## config.mk

```make
export PLATFORM = sky130hd
export DESIGN_NAME = bod_level_detector
export DESIGN_NICKNAME = d
export VERILOG_FILES = /design/src/rtl/bod_pkg.sv /design/src/rtl/bod_debounce_ctr.sv /design/src/rtl/bod_level_detector.sv
export SDC_FILE = /design/constraint.sdc
export NUM_CORES = 1
export LEC_CHECK = 0
export CAP_MARGIN = 20
export CELL_PAD_IN_SITES_DETAIL_PLACEMENT = 1
export CELL_PAD_IN_SITES_GLOBAL_PLACEMENT = 1
export CORE_MARGIN = 3
export CORE_UTILIZATION = 40
export DETAILED_ROUTE_END_ITERATION = 12
export PLACE_DENSITY_LB_ADDON = 0.1
export SLEW_MARGIN = 20
export SYNTH_ARGS = -nofsm -noshare
export SYNTH_HDL_FRONTEND = slang
export SYNTH_SLANG_ARGS = --single-unit
```

## constraint.sdc

```tcl
create_clock -name clk -period 5.7 [get_ports clk]
set_clock_uncertainty 0.2 [all_clocks]
set_input_delay 1.14 -clock clk [delete_from_list [all_inputs] [get_ports clk]]
set_output_delay 1.14 -clock clk [all_outputs]
set_load 0.02 [all_outputs]
```

## src/rtl/bod_pkg.sv

```systemverilog
// Shared types and default sizing for the brownout level detector.
package bod_pkg;

    // Supply classification, ordered from healthy to brownout.
    typedef enum logic [1:0] {
        NORMAL = 2'd0,
        WARN   = 2'd1,
        CRIT   = 2'd2
    } bod_state_e;

    localparam int ADC_W_DEF   = 20;
    localparam int DEB_CNT_DEF = 4;

endpackage

```

## src/rtl/bod_debounce_ctr.sv

```systemverilog
// Consecutive-sample debounce counter.
// done pulses combinationally on the valid cycle that carries the
// DEB_CNT-th consecutive qualifying sample, so the owner can change state
// on the same posedge that registers that sample. A valid sample that does
// not qualify restarts the run; non-valid cycles hold the count.
import bod_pkg::*;

module bod_debounce_ctr #(
    parameter int DEB_CNT = DEB_CNT_DEF
) (
    input  logic clk,
    input  logic rst_n,
    input  logic valid,
    input  logic qualify,
    input  logic clear,
    output logic done
);

    localparam int CW = (DEB_CNT > 1) ? $clog2(DEB_CNT) : 1;
    localparam logic [CW-1:0] LAST = CW'(DEB_CNT - 1);

    logic [CW-1:0] cnt;

    assign done = valid & qualify & (cnt == LAST);

    // Run-length of qualifying samples; clear wins so a state change restarts both paths.
    always_ff @(posedge clk) begin
        if (!rst_n || clear) begin
            cnt <= '0;
        end else if (valid) begin
            if (!qualify) begin
                cnt <= '0;
            end else if (cnt != LAST) begin
                cnt <= cnt + CW'(1);
            end
        end
    end

endmodule

```

## src/rtl/bod_level_detector.sv

```systemverilog
// Brownout level detector: classifies rail samples into NORMAL / WARN / CRIT
// with hysteresis and debounce, and forces the critical flag when the ADC
// stops delivering samples.
//
// Handshake: adc_valid is a single-cycle strobe with no back-pressure; every
// cycle it is high, adc_in is consumed. Outputs are all registered and move
// on the posedge that consumes the qualifying sample.
import bod_pkg::*;

module bod_level_detector #(
    parameter int ADC_W     = ADC_W_DEF,
    parameter int DEB_CNT   = DEB_CNT_DEF,
    parameter int STALE_CYC = 1024,
    parameter int EVT_W     = 8
) (
    input  logic             clk,
    input  logic             rst_n,
    input  logic [ADC_W-1:0] adc_in,
    input  logic             adc_valid,
    input  logic [ADC_W-1:0] warn_th,
    input  logic [ADC_W-1:0] crit_th,
    input  logic [ADC_W-1:0] hyst,
    output logic [ADC_W-1:0] adc_out,
    output logic             BOD_out1,
    output logic             BOD_out2,
    output logic             adc_stale,
    output logic             cfg_err,
    output logic [EVT_W-1:0] crit_events,
    output bod_state_e       dbg_state
);

    localparam int SW = $clog2(STALE_CYC + 1);
    localparam logic [SW-1:0] STALE_MAX = SW'(STALE_CYC);

    bod_state_e state_q;
    bod_state_e state_d;
    logic       state_chg;

    logic [ADC_W:0] crit_exit_lvl;
    logic [ADC_W:0] warn_exit_lvl;
    logic           c_low;
    logic           w_low;
    logic           c_high;
    logic           w_high;

    logic dn_qual;
    logic up_qual;
    logic dn_done;
    logic up_done;

    logic [SW-1:0] stale_cnt;

    // Exit levels carry one extra bit so threshold+hyst never wraps; a level
    // above full scale is simply unreachable.
    assign crit_exit_lvl = {1'b0, crit_th} + {1'b0, hyst};
    assign warn_exit_lvl = {1'b0, warn_th} + {1'b0, hyst};

    assign c_low  = adc_in < crit_th;
    assign w_low  = adc_in < warn_th;
    assign c_high = {1'b0, adc_in} >= crit_exit_lvl;
    assign w_high = {1'b0, adc_in} >= warn_exit_lvl;

    // Route qualifiers to the two debounce paths and pick the next state.
    // In NORMAL the upward path is otherwise idle, so it tracks the run of
    // critical-low samples while the downward path tracks warning-low ones;
    // a w_low-but-not-c_low sample therefore clears crit progress only.
    always_comb begin
        dn_qual = 1'b0;
        up_qual = 1'b0;
        state_d = state_q;
        case (state_q)
            NORMAL: begin
                dn_qual = w_low;
                up_qual = c_low;
                if (up_done) begin
                    state_d = CRIT;
                end else if (dn_done) begin
                    state_d = WARN;
                end
            end
            WARN: begin
                dn_qual = c_low;
                up_qual = w_high;
                if (dn_done) begin
                    state_d = CRIT;
                end else if (up_done) begin
                    state_d = NORMAL;
                end
            end
            CRIT: begin
                up_qual = c_high;
                if (up_done) begin
                    state_d = WARN;
                end
            end
            default: begin
                state_d = NORMAL;
            end
        endcase
    end

    assign state_chg = (state_d != state_q);

    bod_debounce_ctr #(
        .DEB_CNT (DEB_CNT)
    ) u_dn_ctr (
        .clk     (clk),
        .rst_n   (rst_n),
        .valid   (adc_valid),
        .qualify (dn_qual),
        .clear   (state_chg),
        .done    (dn_done)
    );

    bod_debounce_ctr #(
        .DEB_CNT (DEB_CNT)
    ) u_up_ctr (
        .clk     (clk),
        .rst_n   (rst_n),
        .valid   (adc_valid),
        .qualify (up_qual),
        .clear   (state_chg),
        .done    (up_done)
    );

    // State register.
    always_ff @(posedge clk) begin
        if (!rst_n) begin
            state_q <= NORMAL;
        end else begin
            state_q <= state_d;
        end
    end

    // Sample register, aligned with the flags it produced.
    always_ff @(posedge clk) begin
        if (!rst_n) begin
            adc_out <= '0;
        end else if (adc_valid) begin
            adc_out <= adc_in;
        end
    end

    // Cycles since the last sample, saturating at the stale limit.
    always_ff @(posedge clk) begin
        if (!rst_n || adc_valid) begin
            stale_cnt <= '0;
        end else if (stale_cnt != STALE_MAX) begin
            stale_cnt <= stale_cnt + SW'(1);
        end
    end

    // Saturating count of entries into CRIT; stale does not count.
    always_ff @(posedge clk) begin
        if (!rst_n) begin
            crit_events <= '0;
        end else if (state_d == CRIT && state_q != CRIT && crit_events != '1) begin
            crit_events <= crit_events + EVT_W'(1);
        end
    end

    // Threshold ordering check; informational only, both paths keep running.
    always_ff @(posedge clk) begin
        if (!rst_n) begin
            cfg_err <= 1'b0;
        end else begin
            cfg_err <= (crit_th >= warn_th);
        end
    end

    assign adc_stale = (stale_cnt == STALE_MAX);
    assign BOD_out1  = (state_q != NORMAL) | adc_stale;
    assign BOD_out2  = (state_q == CRIT) | adc_stale;
    assign dbg_state = state_q;

endmodule

```

==> impl_metrics.toml <==
[run_status]
status = "complete, no violations"

[synth]
synth_top_area_cell = "ha_1"
syn_area_um2 = 6040
synth_top_family_by_area = "adder cells"
yosys-top-cells-area = "ha_1 30%, dfxtp_1 15%, a21oi_1 4.8%"
async_reset_ff_frac = 0
syn_avg_cell_area_um2 = 8.16
synth_simple_gate_area_frac = 0.170
synthMuxAreaShare = 0.0383
synth-warning-count = 0
synth-edff-count = 0
ys_seq_elements = 46
syn_inst = 740
ys_types = 66
synth_nets = 968
synth_flop_cell = "dfxtp_1"
synth_compound_area_frac = 0.229
synth_common_cells = "143 x ha_1, 61 x nor2_1, 58 x a21oi_1"
synthAdderAreaFrac = 0.303
synth_most_common_cell = "ha_1"
synth-seq-area-share = 0.153
synthXorXnorAreaFrac = 0.0638
synth_top_area_frac = 0.296

[place]
place_ws_ns = -0.574
placed_area_um2 = 8020
io_buffers = 116
dp_cells = 1114
place_congestion = 0.930
hpwl_um = 18000

[sta]
tns_ns = 0
finalSetupViolCount = 0
fin_crit_sh = 0.995
fmax_ghz = 0.176
hold-worst-slack_ns = 0.290
maxSlewViolCount = 0
report.final.hold_viol_count = 0
worstMarginPinSlew_ns = 1.12
max_slew_margin = 0.235
setup_slack_ns = 0.0289
min_period_ns = 5.67

[routing]
first_pass_iters = 4
via_per_inst = 5.68
drt_wl_total_um = 21600
drc = 0
drt-initial-drc-count = 188
drtAntennaViolNets = 0
wire_per_inst_um = 19.1
vias = 6441

[global_routing]
grt_pass1_wl_um = 33900
antenna_found_initial = 0
grt_start_max_net_pins = 33
gr-total-overflow = 0
grt_usage = 0.250
grt_pass1_vias = 6953

[layout]
fin_util = 0.582
syn2layout_area_growth_pct = 41.2
fillCellCount = 1756
stdcell_count = 1133
finish.instance_area_um2 = 8530
nNetsFinal = 1176
drive_above_1_share = 0.163
n_antenna_cell = 0

[worst_setup_path]
cpMaxStageDelayCell = "clkdlybuf4s50_1"
path_max_fanout = 3
crit_path_cell_trace = "clkdlybuf4s50_1, ha_4, and2_1, o211ai_1, nor3_2, o31ai_2, buf_4, a21o_1, a31oi_4, a311oi_2, xnor2_1, ha_1, a211oi_2, nand2_1, or3_4, a211oi_4, nor3_2, a221o_1, nor2b_4, nor4_2"
cpMostUsedCell = "nor3_2"
worstSetupEndpointType = "flip-flop"
crit_type = "input pin to flip-flop"
cp_slowest_stage_delay_ns = 0.49
arrival_ns = 5.65
required_ns = 5.68
startpoint = "hyst[4]"
r2r-start = "dbg_state[1]"
startpoint_type = "input pin"

[floorplan]
initial_core_util = 0.412
dieArea_um2 = 16600
die_h_um = 129
die_width_um = 129
core_um2 = 14600
rows = 44
ios = 117

[cts]
cts_sinks = 46
path_clk_slew_ns = 0.06
clk_latency_ns = 0.28
cts-root-buf = "clkbuf_16"
ctsHtreeMaxLevel = 2
cts_tree = "yes"
cts_buffers = 5
cts_buffer_depth = 2

[min_path]
hold_class = "flip-flop to flip-flop"
worstHoldStart = "u_up_ctr.cnt[1]"

[pwr]
p_leak_nw = 4.01
powerDensity_nw_per_um2 = 168
ir_worst_vdd_uv = 113
finalPower_mw = 1.43

[run]
cap_violations = 0
[sequential cells by signal (all words and copies together) (netlist names)]
name	flops
cfg_err	1
adc_out	20
u_up_ctr.cnt	2
dbg_state	2
crit_events	8
u_dn_ctr.cnt	2
stale_cnt	11
[logic make-up after synthesis]
logic type	Yosys count
xor gates and xnor gates	44
and+or+nand+nor	209
muxes	23
DFF	46
AOI/OAI and AO/OA	205
buffers and inverters	68
adders and majority gates	145
[worst max-delay path: cells and delay by family]
kind	cells	cell delay (ns)
AO/OA/AOI/OAI	8	1.56
XOR/XNOR	1	0.16
adder cells (fa/ha/maj)	2	0.66
buffers and inverters	2	0.63
AND/OR/NAND/NOR	7	1.49
[report_power, final]
group / switching [mW] / internal (mW) / total, mW
clock: 0.121 / 0.207 / 0.328
sequential: 0.00952 / 0.334 / 0.344
combinational: 0.389 / 0.371 / 0.761
total: 0.520 / 0.912 / 1.43
[final cells by class]
class                   count  area [um^2]  share of cell area
clock buffers               6          129              0.0151
clock inverters             2         37.5             0.00440
inverters                  58          218              0.0255
multi-input cells         626         5100               0.598
flip-flops and latches     46          921               0.108
well taps                 184          230              0.0270
repair buffers            211         1890               0.222
[cell usage in the layout (no fill, tap or decap), types with 5 or more instances in the layout]
cell type / instances
xnor2_1: 18
nor2b_1: 9
a211oi_1: 8
nor3_1: 5
buf_4: 95
mux2i_1: 22
a21oi_2: 5
inv_1: 56
xor2_1: 26
nand3_1: 31
a21o_1: 30
a21oi_1: 54
nor2_1: 61
o21ai_0: 30
o21a_1: 12
ha_1: 139
clkbuf_16: 5
and3_1: 5
nand2_1: 42
nand4_1: 9
dfxtp_1: 46
dlymetal6s2s_1: 6
clkdlybuf4s50_1: 110
or3_1: 5
nand2b_1: 14
[final timing paths]
kind / slack [ns] / cells past startpoint / to
min: 0.29 / 2 / u_up_ctr.cnt[1]
max reg2reg: 3.10 / 7 / crit_events[7]
max: 0.03 / 20 / u_dn_ctr.cnt[1]
min reg2reg: 0.29 / 2 / u_up_ctr.cnt[1]
[per-layer routing]
metal | up-vias | part of all wire | wire [um] | GRT usage
met5 | - | 0 | 0 | 0
met4 | 0 | 0.024 | 522 | 0.0704
met3 | 40 | 0.035 | 754 | 0.0208
met2 | 161 | 0.49 | 10600 | 0.445
met1 | 3092 | 0.45 | 9710 | 0.323
li1 | 3148 | - | - | -
[timing repair]
| action | 4_1_cts | 5_1_grt |
|---|---|---|
| setup endpoints to repair | 13 | 14 |
| buffers inserted | 1 | 10 |
| gates resized for setup | 19 | 37 |
| pin swaps | 7 | 30 |
| hold buffers | 0 | 0 |
Power figures use the tool's default switching activity.
